File: src/rtl/udt_pkg.sv
// Shared definitions for the UDT transmit path.
//   - AXIS stream widths used by every UDT TX block
//   - arbiter state encoding
//   - source identifiers used as the mux select
package udt_pkg;

    localparam int AXIS_DATA_W = 64;
    localparam int AXIS_KEEP_W = 8;

    // IDLE decides the next grant; CTRL/DATA own the stream until a tlast beat
    typedef enum logic [1:0] {
        IDLE = 2'd0,
        CTRL = 2'd1,
        DATA = 2'd2
    } arb_state_t;

    localparam logic SRC_CTRL = 1'b0;
    localparam logic SRC_DATA = 1'b1;

endpackage

File: src/rtl/udt_axis_mux2.sv
// Combinational 2:1 AXIS multiplexer.
// Ports:
//   en            1 = a source is granted; 0 = output idle, both sources stalled
//   sel           granted source (SRC_CTRL / SRC_DATA)
//   ctrl_*        control-packet source stream (tready is an output)
//   data_*        data-packet source stream (tready is an output)
//   out_*         merged stream towards the UDP stack (tready is an input)
module udt_axis_mux2
    import udt_pkg::*;
(
    input  logic                   en,
    input  logic                   sel,
    input  logic                   ctrl_tvalid,
    output logic                   ctrl_tready,
    input  logic [AXIS_DATA_W-1:0] ctrl_tdata,
    input  logic [AXIS_KEEP_W-1:0] ctrl_tkeep,
    input  logic                   ctrl_tlast,
    input  logic                   data_tvalid,
    output logic                   data_tready,
    input  logic [AXIS_DATA_W-1:0] data_tdata,
    input  logic [AXIS_KEEP_W-1:0] data_tkeep,
    input  logic                   data_tlast,
    output logic                   out_tvalid,
    input  logic                   out_tready,
    output logic [AXIS_DATA_W-1:0] out_tdata,
    output logic [AXIS_KEEP_W-1:0] out_tkeep,
    output logic                   out_tlast
);

    // Payload follows the selected source; valid and ready are gated so that
    // nothing moves while no grant is held and the losing source always stalls.
    always_comb begin
        if (sel == SRC_DATA) begin
            out_tdata  = data_tdata;
            out_tkeep  = data_tkeep;
            out_tlast  = data_tlast;
            out_tvalid = en & data_tvalid;
        end else begin
            out_tdata  = ctrl_tdata;
            out_tkeep  = ctrl_tkeep;
            out_tlast  = ctrl_tlast;
            out_tvalid = en & ctrl_tvalid;
        end
        ctrl_tready = en & (sel == SRC_CTRL) & out_tready;
        data_tready = en & (sel == SRC_DATA) & out_tready;
    end

endmodule

File: src/rtl/udt_tx_arbiter.sv
// Packet-boundary arbiter sharing the UDP TX stream between the UDT control
// packet generator and the data packet sender. Control wins ties, but after
// MAX_CTRL_BURST back-to-back control grants with data waiting, data is served.
// Ports:
//   core_clk, core_rst        clock, asynchronous active-high reset
//   arb_en                    allow new grants (a packet in flight always completes)
//   ctrl_* / data_*           source AXIS streams plus per-packet destination ip/port
//   udp_tx_t*                 merged AXIS stream to the UDP/IP stack
//   udp_tx_mac_*/ip_*/port_*  header fields; destinations latched at grant
//   ctrl_pkt_cnt, data_pkt_cnt  completed packets per source (wrapping)
//   busy                      a grant is currently held
module udt_tx_arbiter
    import udt_pkg::*;
#(
    parameter logic [47:0] FPGA_MAC_SRC   = 48'hba0203040506,
    parameter logic [47:0] FPGA_MAC_DES   = 48'hffffffffffff,
    parameter logic [31:0] FPGA_IP_SRC    = 32'hc0a8006f,
    parameter int          PORT           = 10086,
    parameter int          MAX_CTRL_BURST = 4
) (
    input  logic                   core_clk,
    input  logic                   core_rst,
    input  logic                   arb_en,
    input  logic                   ctrl_tvalid,
    output logic                   ctrl_tready,
    input  logic [AXIS_DATA_W-1:0] ctrl_tdata,
    input  logic [AXIS_KEEP_W-1:0] ctrl_tkeep,
    input  logic                   ctrl_tlast,
    input  logic [31:0]            ctrl_ip_dest,
    input  logic [15:0]            ctrl_port_dest,
    input  logic                   data_tvalid,
    output logic                   data_tready,
    input  logic [AXIS_DATA_W-1:0] data_tdata,
    input  logic [AXIS_KEEP_W-1:0] data_tkeep,
    input  logic                   data_tlast,
    input  logic [31:0]            data_ip_dest,
    input  logic [15:0]            data_port_dest,
    input  logic                   udp_tx_tready,
    output logic                   udp_tx_tvalid,
    output logic [AXIS_DATA_W-1:0] udp_tx_tdata,
    output logic [AXIS_KEEP_W-1:0] udp_tx_tkeep,
    output logic                   udp_tx_tlast,
    output logic [47:0]            udp_tx_mac_src,
    output logic [47:0]            udp_tx_mac_dest,
    output logic [31:0]            udp_tx_ip_src,
    output logic [31:0]            udp_tx_ip_dest,
    output logic [15:0]            udp_tx_port_src,
    output logic [15:0]            udp_tx_port_dest,
    output logic [31:0]            ctrl_pkt_cnt,
    output logic [31:0]            data_pkt_cnt,
    output logic                   busy
);

    localparam logic [3:0] BURST_LIMIT = 4'(MAX_CTRL_BURST);

    arb_state_t state;
    arb_state_t state_next;
    logic [3:0] streak;
    logic       grant_ctrl;
    logic       grant_data;
    logic       beat_fire;
    logic       pkt_done;

    assign udp_tx_mac_src  = FPGA_MAC_SRC;
    assign udp_tx_mac_dest = FPGA_MAC_DES;
    assign udp_tx_ip_src   = FPGA_IP_SRC;
    assign udp_tx_port_src = PORT[15:0];
    assign busy            = (state != IDLE);
    assign beat_fire       = udp_tx_tvalid & udp_tx_tready;
    assign pkt_done        = beat_fire & udp_tx_tlast;

    udt_axis_mux2 u_mux (
        .en          (state != IDLE),
        .sel         ((state == DATA) ? SRC_DATA : SRC_CTRL),
        .ctrl_tvalid (ctrl_tvalid),
        .ctrl_tready (ctrl_tready),
        .ctrl_tdata  (ctrl_tdata),
        .ctrl_tkeep  (ctrl_tkeep),
        .ctrl_tlast  (ctrl_tlast),
        .data_tvalid (data_tvalid),
        .data_tready (data_tready),
        .data_tdata  (data_tdata),
        .data_tkeep  (data_tkeep),
        .data_tlast  (data_tlast),
        .out_tvalid  (udp_tx_tvalid),
        .out_tready  (udp_tx_tready),
        .out_tdata   (udp_tx_tdata),
        .out_tkeep   (udp_tx_tkeep),
        .out_tlast   (udp_tx_tlast)
    );

    // Grant decision happens only in IDLE, so every packet is followed by at
    // least one idle cycle. Control is refused only when data is waiting and
    // the control streak has already reached its limit.
    always_comb begin
        state_next = state;
        grant_ctrl = 1'b0;
        grant_data = 1'b0;
        case (state)
            IDLE: begin
                if (arb_en) begin
                    if (ctrl_tvalid && !(data_tvalid && streak == BURST_LIMIT)) begin
                        state_next = CTRL;
                        grant_ctrl = 1'b1;
                    end else if (data_tvalid) begin
                        state_next = DATA;
                        grant_data = 1'b1;
                    end
                end
            end
            CTRL, DATA: begin
                if (pkt_done) begin
                    state_next = IDLE;
                end
            end
            default: state_next = IDLE;
        endcase
    end

    // State register.
    always_ff @(posedge core_clk or posedge core_rst) begin
        if (core_rst) begin
            state <= IDLE;
        end else begin
            state <= state_next;
        end
    end

    // Control streak only grows while data is actually waiting; a control
    // grant with no data pending means there is nobody to starve.
    always_ff @(posedge core_clk or posedge core_rst) begin
        if (core_rst) begin
            streak <= '0;
        end else if (grant_ctrl) begin
            if (!data_tvalid) begin
                streak <= '0;
            end else if (streak != BURST_LIMIT) begin
                streak <= streak + 4'd1;
            end
        end else if (grant_data) begin
            streak <= '0;
        end
    end

    // Destination header is captured once per packet so it stays stable even
    // if the source changes its ip/port inputs mid-packet.
    always_ff @(posedge core_clk or posedge core_rst) begin
        if (core_rst) begin
            udp_tx_ip_dest   <= '0;
            udp_tx_port_dest <= '0;
        end else if (grant_ctrl) begin
            udp_tx_ip_dest   <= ctrl_ip_dest;
            udp_tx_port_dest <= ctrl_port_dest;
        end else if (grant_data) begin
            udp_tx_ip_dest   <= data_ip_dest;
            udp_tx_port_dest <= data_port_dest;
        end
    end

    // Completed-packet statistics, counted on the tlast beat of each source.
    always_ff @(posedge core_clk or posedge core_rst) begin
        if (core_rst) begin
            ctrl_pkt_cnt <= '0;
            data_pkt_cnt <= '0;
        end else if (pkt_done) begin
            if (state == CTRL) begin
                ctrl_pkt_cnt <= ctrl_pkt_cnt + 32'd1;
            end else if (state == DATA) begin
                data_pkt_cnt <= data_pkt_cnt + 32'd1;
            end
        end
    end

endmodule
File: config.mk
export PLATFORM = sky130hd
export DESIGN_NAME = udt_tx_arbiter
export DESIGN_NICKNAME = d
export VERILOG_FILES = /design/src/rtl/udt_pkg.sv /design/src/rtl/udt_axis_mux2.sv /design/src/rtl/udt_tx_arbiter.sv
export SDC_FILE = /design/constraint.sdc
export NUM_CORES = 1
export LEC_CHECK = 0
export CAP_MARGIN = 20
export CORE_AREA = 2 2 228 230
export DETAILED_ROUTE_END_ITERATION = 10
export DIE_AREA = 0 0 230 232
export HOLD_SLACK_MARGIN = 0.08
export PLACE_DENSITY_LB_ADDON = 0.25
export SKIP_LAST_GASP = 1
export SYNTH_ARGS = -nofsm -noshare
export SYNTH_HDL_FRONTEND = slang
export SYNTH_SLANG_ARGS = --single-unit
export TNS_END_PERCENT = 50
File: constraint.sdc
create_clock -name core_clk -period 4.67 [get_ports core_clk]
set_clock_uncertainty 0.15 [all_clocks]
set_input_delay 0.467 -clock core_clk [delete_from_list [all_inputs] [get_ports core_clk]]
set_output_delay 0.467 -clock core_clk [all_outputs]
set_load 0.01 [all_outputs]
# Word-level counts from Yosys, hierarchy flattened
# Index checks and enable logic that the tools add are counted.
# totals
regBits,118
ram_bits,0
latchBits,0
out_inout_bits,333
input_bits,248
mem_bits_ro,0
mem_count,0
elab_cells,63
# op_classes
mul,0
div_mod_pow,0
n_addsub,3
shifts,0
n_lt_le_gt_ge,0
muxes,25
n_reduce_logical,11
bitwise,10
eq_ne,8
# op_table
operator,count
32-bit by 1-bit adder with 32-bit output (second input constant),2
32-bit two-way mux,2
64-bit two-way mux,1
16-bit two-way mux,2
4-bit two-way mux,4
1-bit two-way mux,10
1-bit AND,8
2-bit two-way mux,4
8-bit two-way mux,1
3-bit AND reduction,2
4-bit by 1-bit adder with 4-bit output (second input constant),1
4-bit by 3-bit equality test with 1-bit output (second input constant),1
2-bit inequality test (second input constant),2
4-bit by 3-bit inequality test with 1-bit output (second input constant),1
2-bit case mux with 2 select lines,1
2-bit AND reduction,2
2-bit nonzero test,2
3-bit by 2-bit inequality test with 1-bit output (second input constant),1
3-bit inequality test (second input constant),1
2-bit by 1-bit equality test with 1-bit output (second input constant),1
2-bit equality test (second input constant),1
1-bit logical AND,2
2-bit logical NOT,1
1-bit inverter,2
2 further kinds,2

# Longest topological paths before layout
# depth
word_depth,9
depth_mapped,9
ltp_nobuf,7

# By module
# A second synthesis with hierarchy kept.
# hier_totals
hier_cells,734
hier_area_um2,7524.7
# by_module_without_submodules
mod,area_each_um2,seq_area_each_um2,cells_each,instances
udt_tx_arbiter,6601.3,2952.8,648,1
udt_axis_mux2,923.4,0.0,86,1

# Least setup slack after synthesis
# OpenSTA, ideal clock, no wires.
# synth_path
kind,reg2out
startpoint,reg state[0]
endpoint,out udp_tx_tdata[0]
slack_ps,2405
arrival_ps,1648
path_stages_with_launch,6
path_cell_list,dfrtp_1 inv_1 ha_1 buf_2 buf_1 mux2_2
# synth_between
elab_chain_len,3
# synth_lines
item,line_no,rtl
"start, declared",udt_tx_arbiter.sv:56,arb_state_t state;
"start signal, assigned",udt_tx_arbiter.sv:125,state <= state_next;
2-bit equality test,udt_tx_arbiter.sv:74,".sel ((state == DATA) ? SRC_DATA : SRC_CTRL),"
1-bit two-way mux,udt_tx_arbiter.sv:74,
64-bit two-way mux,udt_axis_mux2.sv:33,if (sel == SRC_DATA) begin
"end, declared",udt_tx_arbiter.sv:40,"output logic [AXIS_DATA_W-1:0] udp_tx_tdata,"
# Every way passes these cells.

# Worst setup path in the final report
# layout_path
startpoint,reg state[0]
endpoint,out udp_tx_tdata[8]
# Same word-level chain as after synthesis.

==> out/metrics.yaml <==
outcome:
  status: "completed"
sta:
  whs_ns: 0.327
  max_freq_mhz: 277
  rsz0062_at_grt: "false"
  setup_viol: 0
  worst_pin_slew_ns: 0.900
  drv_slew: 0
  fin_setup_tns_ns: 0
  maxSlewHeadroom_pct: 40.0
  fin_crit_ns: 3.61
  hold_viol: 0
  fin_crit_sh_pct: 77.3
cts:
  cts_num_sinks: 118
  cts_buffer_depth: 2
  post_cts_buffers: 0
  insertion_delay_ns: 0.45
  post_cts_resize_count: 0
  clk_pin_slew_ns: 0.07
  hold_buffers: 0
  cts_tree: "yes"
  htreeDepth: 4
  numCtsBuffers: 17
  cts_root_buffer: "clkbuf_16"
logic_synthesis:
  syn_avg_cell_area_sq_um: 10.0
  synth_edf_count: 0
  ys.flop_type: "dfrtp_1"
  synthCells: 743
  synth_area_sq_um: 7470
  yosys.area_share.simple_pct: 13.2
  yosysSeqAreaShare_pct: 39.6
  ys_top_cells_by_area: "dfrtp_1 (40%), buf_4 (15%), mux2_2 (11%)"
  synth_xor_area_share_pct: 7.39
  synthAdderAreaFrac_pct: 1.34
  yosysUniqueCellTypes: 36
  synth_top_area_share_pct: 39.6
  synth-seq-cells: 118
  async_reset_ff_share_pct: 100
  synth_top_family_by_area: "multiplexers"
  synth_mux_area_share_pct: 17.9
  yosysTopAreaCell: "dfrtp_1"
  yosysWarnings: 0
  synth_compound_area_share_pct: 3.97
critical_path:
  path_buf_inv: 3
  crit_path_end: "udp_tx_tdata[8]"
  start_kind: "flop"
  critPathMaxFanout: 49
  worst_path_largest_cell_delay_ns: 0.57
  regToRegEndpoint: "ctrl_pkt_cnt[1]$_DFFE_PP0P_"
  crit_arrival_ns: 2.99
  crit_chain: "inv_1 -> ha_4 -> buf_4 -> mux2_2 -> clkdlybuf4s50_1"
  cp.required_ns: 4.05
  reg2reg_depth: 6
  cp-startpoint: "state[0]$_DFFE_PP0P_"
  critical_path_class: "reg -> out"
  reg2reg_from: "state[0]$_DFFE_PP0P_"
  cp_top_family: "buffers and inverters"
  worst-path-stages: 5
  slowest_stage: "ha_4"
  r2r_slack_ns: 1.71
  cp-end-kind: "output port"
finish:
  final_common_cell: "clkdlybuf4s50_1"
  area_growth_pct: 70.2
  finalNonFillerCells: 1867
  drive_above_1_share_pct: 10.0
  nets: 1429
  design_area_sq_um: 12700
  final_cell_mix: "clkdlybuf4s50_1 (436), conb_1 (144), dfrtp_1 (118), nand2_1 (78), mux2_2 (76)"
global_routing:
  grt_max_degree: 119
  grt_pass1_wl_mm: 46.9
  overflow: 0
  grt_usage_pct: 12.4
  antenna_found_initial: 3
  first_global_vias: 6385
power_and_ir_drop:
  power.internal_w: 0.00324
  switching_power_w: 0.00173
  vdd_ir_drop_max_uv: 177
  clockPowerShare_pct: 28.3
  pwr-share-comb_pct: 43.3
  p_per_area_nw_per_um2: 390
  power.switching_fraction_pct: 34.8
  power_frac_seq_pct: 28.3
  leakage_nw: 5.50
die:
  num_rows: 83
  die_width_um: 230
  start_util_pct: 14.7
  die_h_um: 232
  ios: 581
  coreArea_sq_um: 50900
  die_area_sq_um: 53400
drt:
  first_iter_violations: 217
  ant_nets: 0
  wire_per_inst_um: 18.4
  routed_wl_mm: 34.4
  post-route-drc-count: 0
  post_drt_via_cell_ratio: 3.49
  num_vias: 6521
  first_pass_iters: 4
placement:
  place.gp.congestion: 0.827
  dp_hpwl_mm: 28.7
  place_area_sq_um: 12100
  dp.cells: 1834
  port-buffer-count: 436
flow_run:
  max_cap_violations: 0
min_path:
  hold_path_class: "reg -> reg"
## how the worst min path moves through the flow
| stage | from | end | slack (ns) | depth (start not counted) |
|---|---|---|---|---|
| final | udp_tx_port_dest[6]$_DFFE_PP0P_ | udp_tx_port_dest[6]$_DFFE_PP0P_ | 0.33 | 2 |
| after global routing | udp_tx_port_dest[10]$_DFFE_PP0P_ | udp_tx_port_dest[10]$_DFFE_PP0P_ | 0.35 | 2 |
| after CTS | udp_tx_port_dest[14]$_DFFE_PP0P_ | udp_tx_port_dest[14]$_DFFE_PP0P_ | 0.33 | 2 |
| after detailed placement | udp_tx_port_dest[14]$_DFFE_PP0P_ | udp_tx_port_dest[14]$_DFFE_PP0P_ | 0.32 | 2 |
| after global placement | udp_tx_port_dest[11]$_DFFE_PP0P_ | udp_tx_port_dest[11]$_DFFE_PP0P_ | 0.31 | 2 |
| after floorplan | streak[2]$_DFFE_PP0P_ | streak[2]$_DFFE_PP0P_ | 0.32 | 1 |
## registers in the layout, summed over array words and instances, names as in the netlist
signal,cells
udp_tx_ip_dest,32
streak,4
ctrl_pkt_cnt,32
state,2
udp_tx_port_dest,16
data_pkt_cnt,32
## metrics by stage
step	total power (W)	setup WS (ns)	util, %
final	0.00496	1.06	25.0
after global routing	0.00527	0.885	25.0
after CTS	0.00509	0.999	25.0
after detailed placement	0.00362	1.52	23.8
after global placement	0.00362	1.56	23.8
after floorplan	0.00240	0.924	-
## Yosys cell counts, drive strengths merged (2+ instances only)
| master | instances |
|---|---|
| and4 | 8 |
| xnor2 | 45 |
| buf | 159 |
| clkbuf | 12 |
| conb | 2 |
| xor2 | 18 |
| inv | 11 |
| nor4 | 2 |
| and2 | 5 |
| nand2b | 2 |
| dfrtp | 118 |
| mux2 | 76 |
| nor3 | 12 |
| mux2i | 48 |
| o21ai | 54 |
| nand3 | 22 |
| and3 | 9 |
| and4b | 3 |
| nor2 | 13 |
| ha | 8 |
| nand2 | 78 |
| and3b | 3 |
| nand4 | 27 |
| nor2b | 2 |
## layer usage
layer	track usage, %	vias to the layer above	wire length, um
met3	4.04	27	2650
li1	-	3121	-
met5	0	-	13
met2	22.3	334	17600
met1	13.7	3037	13300
met4	4.33	2	758
## power by group through the flow
stage | Sequential [W] | Combinational [W] | Clock [W]
floorplan | 0.00151 | 0.000895 | 0
global placement | 0.00141 | 0.00221 | 0
detailed placement | 0.00142 | 0.00220 | 0
CTS | 0.00141 | 0.00221 | 0.00147
global route | 0.00145 | 0.00233 | 0.00150
finish | 0.00141 | 0.00215 | 0.00141
## layout make-up
class | instances | area (sq um)
fillers | 5493 | 38200
repair buffers | 440 | 4420
multi-input cells | 585 | 3820
flip-flops and latches | 118 | 2950
well taps | 680 | 851
clock buffers | 17 | 425
clock inverters | 15 | 193
inverters | 11 | 43.8
diodes | 1 | 2.50
## worst min-delay path, delay by kind of cell, from the launching register on
kind	cells	cell delay (ns)
DFF	1	0.34
AOI/OAI and AO/OA	1	0.06
and+or+nand+nor	1	0.05
## kinds of logic after synthesis
group           count (synthesis)
buf+inv                       182
flops                         118
mux                           124
other cells                     2
fa+ha+maj                       8
compound gates                 57
xor+xnor                       63
simple gates                  189
Power figures use the tool's default switching activity.
